$ cat config.mk
export PLATFORM = sky130hd
export DESIGN_NAME = mant_mul_seq
export DESIGN_NICKNAME = d
export VERILOG_FILES = /design/src/rtl/fp_arith_pkg.sv /design/src/rtl/fa_cell.sv /design/src/rtl/mul_add_nb.sv /design/src/rtl/mant_mul_seq.sv
export SDC_FILE = /design/constraint.sdc
export NUM_CORES = 1
export LEC_CHECK = 0
export CAP_MARGIN = 10
export CORE_ASPECT_RATIO = 0.5
export CORE_MARGIN = 1
export CORE_UTILIZATION = 56
export CTS_BUF_LIST = sky130_fd_sc_hd__clkbuf_16
export CTS_CLUSTER_SIZE = 25
export DETAILED_ROUTE_END_ITERATION = 7
export PLACE_DENSITY = 0.85
export SLEW_MARGIN = 15
export SYNTH_ARGS = -nofsm -noshare
export SYNTH_HDL_FRONTEND = slang
export SYNTH_SLANG_ARGS = --single-unit
$ cat constraint.sdc
create_clock -name clk -period 26.6 [get_ports clk]
set_input_delay 6.65 -clock clk [delete_from_list [all_inputs] [get_ports clk]]
set_output_delay 6.65 -clock clk [all_outputs]
set_load 0.1 [all_outputs]
$ cat src/rtl/fp_arith_pkg.sv
// Shared floating-point arithmetic definitions: mantissa width and the
// sequential multiplier state encoding.
package fp_arith_pkg;

  localparam int MANT_W = 24;

  typedef enum logic [1:0] {
    IDLE = 2'd0,
    RUN  = 2'd1,
    DONE = 2'd2
  } mul_state_t;

endpackage

$ cat src/rtl/fa_cell.sv
// 1-bit full-adder cell.
module fa_cell (
  input  logic a,
  input  logic b,
  input  logic ci,
  output logic s,
  output logic co
);

  assign s  = a ^ b ^ ci;
  assign co = (a & b) | (ci & (a ^ b));

endmodule

$ cat src/rtl/mul_add_nb.sv
// WIDTH-bit ripple-carry adder built from fa_cell; carry-in is fixed at 0
// and the final carry-out is exposed for the multiplier accumulator.
module mul_add_nb #(
  parameter int WIDTH = 24
) (
  input  logic [WIDTH-1:0] x,
  input  logic [WIDTH-1:0] y,
  output logic [WIDTH-1:0] sum,
  output logic             cout
);

  logic [WIDTH:0] carry;

  assign carry[0] = 1'b0;

  for (genvar i = 0; i < WIDTH; i++) begin : g_bit
    fa_cell u_fa (
      .a  (x[i]),
      .b  (y[i]),
      .ci (carry[i]),
      .s  (sum[i]),
      .co (carry[i+1])
    );
  end

  assign cout = carry[WIDTH];

endmodule

$ cat src/rtl/mant_mul_seq.sv
// Sequential shift-and-add unsigned mantissa multiplier, one multiplier bit
// per cycle. Define MANT_MUL_NORM_EN to enable the normalized mantissa outputs.
module mant_mul_seq
  import fp_arith_pkg::*;
#(
  parameter int WIDTH = MANT_W
) (
  input  logic                 clk,
  input  logic                 rst_n,
  input  logic                 start,
  input  logic [WIDTH-1:0]     a,
  input  logic [WIDTH-1:0]     b,
  output logic                 busy,
  output logic                 done,
  output logic [2*WIDTH-1:0]   product,
  output logic [WIDTH-1:0]     mant_out,
  output logic                 norm_shift
);

  localparam int CW = $clog2(WIDTH + 1);

  mul_state_t         state;
  logic [WIDTH-1:0]   a_q;
  logic [WIDTH-1:0]   mplier;
  logic [2*WIDTH-1:0] acc;
  logic [2*WIDTH-1:0] acc_next;
  logic [CW-1:0]      cnt;
  logic [WIDTH-1:0]   addend;
  logic [WIDTH-1:0]   sum;
  logic               carry;
  logic               last;
  logic               load;

  assign addend = mplier[0] ? a_q : '0;

  mul_add_nb #(.WIDTH(WIDTH)) u_add (
    .x    (acc[2*WIDTH-1:WIDTH]),
    .y    (addend),
    .sum  (sum),
    .cout (carry)
  );

  // Add into the upper half, then shift {carry, acc} right: product bits
  // settle into the low half one per cycle.
  assign acc_next = {carry, sum, acc[WIDTH-1:1]};
  assign last     = (cnt == CW'(WIDTH - 1));
  assign load     = start && (state == IDLE || state == DONE);

  assign busy = (state == RUN);
  assign done = (state == DONE);

  // NOTE: sequential state uses non-blocking assignments so every register
  // samples pre-edge values regardless of statement order.
  always_ff @(posedge clk or negedge rst_n) begin
    if (!rst_n) begin
      state   <= IDLE;
      a_q     <= '0;
      mplier  <= '0;
      acc     <= '0;
      cnt     <= '0;
      product <= '0;
    end else if (load) begin
      state  <= RUN;
      a_q    <= a;
      mplier <= b;
      acc    <= '0;
      cnt    <= '0;
    end else if (state == RUN) begin
      acc    <= acc_next;
      mplier <= mplier >> 1;
      cnt    <= cnt + 1'b1;
      if (last) begin
        state   <= DONE;
        product <= acc_next;
      end
    end else begin
      state <= IDLE;
    end
  end

`ifdef MANT_MUL_NORM_EN
  always_ff @(posedge clk or negedge rst_n) begin
    if (!rst_n) begin
      mant_out   <= '0;
      norm_shift <= 1'b0;
    end else if (state == RUN && last) begin
      norm_shift <= acc_next[2*WIDTH-1];
      mant_out   <= acc_next[2*WIDTH-1] ? acc_next[2*WIDTH-1:WIDTH]
                                        : acc_next[2*WIDTH-2:WIDTH-1];
    end
  end
`else
  assign mant_out   = '0;
  assign norm_shift = 1'b0;
`endif

endmodule

==> results_dict.tcl <==
set metrics [dict create \
    outcome "completed" \
    cpLargestDelayFamily "adder cells" \
    grt_max_degree 100 \
    maxSlewHeadroom_pct 21.98 \
    post-dp-hpwl_mm 8.011 \
    clock-sinks 150 \
    min_to "a_q[0]" \
    timing.rr.end "product[46]" \
    synth_flop_cell "dfrtp_1" \
    finalSetupViolations 0 \
    synthArstFlopShare_pct 100.0 \
    die-area_mm2 0.01238 \
    ys_ff_latch 150 \
    min_path_type "flip-flop to flip-flop" \
    first_iter_violations 221 \
    coreArea_mm2 0.01128 \
    grt_pass1_vias 4569 \
    synth_most_common_cell "dfrtp_1" \
    finalHoldViolations 0 \
    clock_path_buffers 2 \
    synth_top_family_by_area "compound AO/OA/AOI/OAI gates" \
    cts_resized 0 \
    path_clk_slew_ps 60 \
    r2r_cells 27 \
    grt_pass1_wl_mm 21.85 \
    timing.final.crit_share_pct 43.83 \
    ys_warn_count 0 \
    final_core_util_pct 72.59 \
    crit_type "flip-flop to flip-flop" \
    cts_buffers 17 \
    ios 126 \
    initial_utilization_pct 59.15 \
    area_delta_synth_final_pct 22.72 \
    fin_worst_skew_ps 9.420 \
    whs_ps 475.6 \
    dr.pass1.iters 4 \
    ant_nets 0 \
    root_buffer "clkbuf_16" \
    place_ws_ps 15030 \
    viasPerCell 5.486 \
    wirelength_mm 13.04 \
    startpoint "mplier[0]" \
    max_freq_ghz 0.08577 \
    htreeDepth 4 \
    min_from "a_q[0]" \
    ys_types 34 \
    synth_compound_area_share_pct 13.27 \
    grt_overflow_total 0 \
    cts_tree "yes" \
    synth_edf_count 0 \
    diodes 0 \
    maxCapViolations 0 \
    finalMaxSlewViolations 0 \
    cp_common_cell "fa_1" \
    netlist_top_cells_count "dfrtp_1, nand2_1, buf_4, o21ai_0, a22o_1" \
    row_count 27 \
    syn_avg_cell_area_um2 11.24 \
    die_y_um 79.20 \
    fin_nets 749 \
    place_congestion 0.7598 \
    max_slew.worst_pin.slew_ps 1170 \
    yosys-mux-area-fraction_pct 4.349 \
    yosys.area_share.simple_pct 11.10 \
    die_x_um 156.4 \
    ctsHoldBuffers 0 \
    worst_path_max_delay_cell "dfrtp_1" \
    synth_cells 594 \
    ys_top_cells_by_area "dfrtp_1, nand2_1, fa_1, a22o_1, buf_4" \
    antenna_found_initial 0 \
    tns_ps 0 \
    worstReg2RegStart "mplier[0]" \
    routedWlPerCell_um 15.45 \
    netlist_area_mm2 0.006674 \
    cp_slowest_stage_delay_ps 880 \
    cp.arrival_ps 11960 \
    required_ps 26900 \
    r2r_slack_ps 14940 \
    path_buf_inv 1 \
    synth_top_area_share_pct 56.24 \
    drc 0 \
    cp-end-kind "flip-flop" \
    seq_area_frac_synth_pct 56.24 \
    crit_path_start_kind "flip-flop" \
    yosys.area.top_type "dfrtp_1" \
    rsz0062_at_grt "no" \
    drive_gt1_share_pct 8.029 \
    worstSetupPathDepth 27 \
    postCtsSetupBuffers 0 \
    port_buffers 100 \
    num_vias 4630 \
    worst_skew_pair.late_latency_ps 410 \
    synth-xor-area-share_pct 0 \
    grtUsageTotal_pct 22.79 \
    synth_fa_ha_area_share_pct 7.274 \
    setup_ws_ps 14940 \
    timing.final.crit_period_ps 11660 \
    critPathMaxFanout 25 \
    hold-path-cell-count 2 \
]
[cells in the final DEF, fill, tap and decap left out, types with 2 or more instances in the layout]
cell	instances
a22o_1	25
clkdlybuf4s50_1	99
dfrtp_1	150
clkinvlp_4	4
conb_1	25
o2bb2ai_1	24
inv_1	24
fa_1	23
o21ai_0	26
nand3_1	4
bufinv_16	3
clkinv_2	4
nor2_1	21
ha_1	2
o31ai_1	24
a22oi_1	2
a31oi_1	20
mux2_1	9
nand4_1	2
mux2i_1	2
buf_6	2
mux2_2	15
clkinv_4	2
nand2_1	141
clkbuf_16	17
[worst max-delay path by stage]
stage,end,slack [ps]
floorplan,product[46],15680
detailed placement,product[46],15030
global route,product[46],14430
CTS,product[46],14880
finish,product[46],14940
global placement,product[46],15160
[routing by layer]
layer / vias up / share of wire [%] / GRT usage [%]
met3: 15 / 4.4 / 5.131
met4: 0 / 0.96 / 6.275
met1: 2354 / 45 / 30.35
li1: 2123 / - / -
met5: - / 0 / 0
met2: 138 / 50 / 38.08
[worst min-delay path: stages, from the launching register on]
cell and delay (ps):
dfrtp_1 340, nand2_1 50, nand2_1 60
[state kept, by name (all words and copies together), names as in the netlist]
name     count
product     48
acc         47
a_q         24
mplier      24
cnt          5
state        2
[layout make-up]
| class | instances | area, um^2 |
|---|---|---|
| Inverter | 25 | 96.34 |
| Fill cell | 770 | 3093 |
| Timing Repair Buffer | 103 | 1049 |
| Clock buffer | 17 | 425.4 |
| Clock inverter | 14 | 161.4 |
| Sequential cell | 150 | 3754 |
| Tap cell | 159 | 198.9 |
| Multi-Input combinational cell | 376 | 2506 |
[kinds of logic (layout without fill, tap and decap cells)]
kind of cell             Yosys count  count (layout)
AO/OA/AOI/OAI                    122             122
adder cells (fa/ha/maj)           25              25
buffers and inverters             92             159
flip-flops                       150             150
multiplexers                      26              26
other                              1              25
AND/OR/NAND/NOR                  178             178
[per-stage QoR]
step | instance area [um^2] | instances
final | 8190 | 844
after detailed placement | 7572 | 812
after floorplan | 6764 | 618
after global routing | 8190 | 844
after CTS | 8159 | 843
after global placement | 7572 | 812
Power is not shown: default switching activity piles up to over one toggle a cycle in this logic, so the estimate is an artifact.
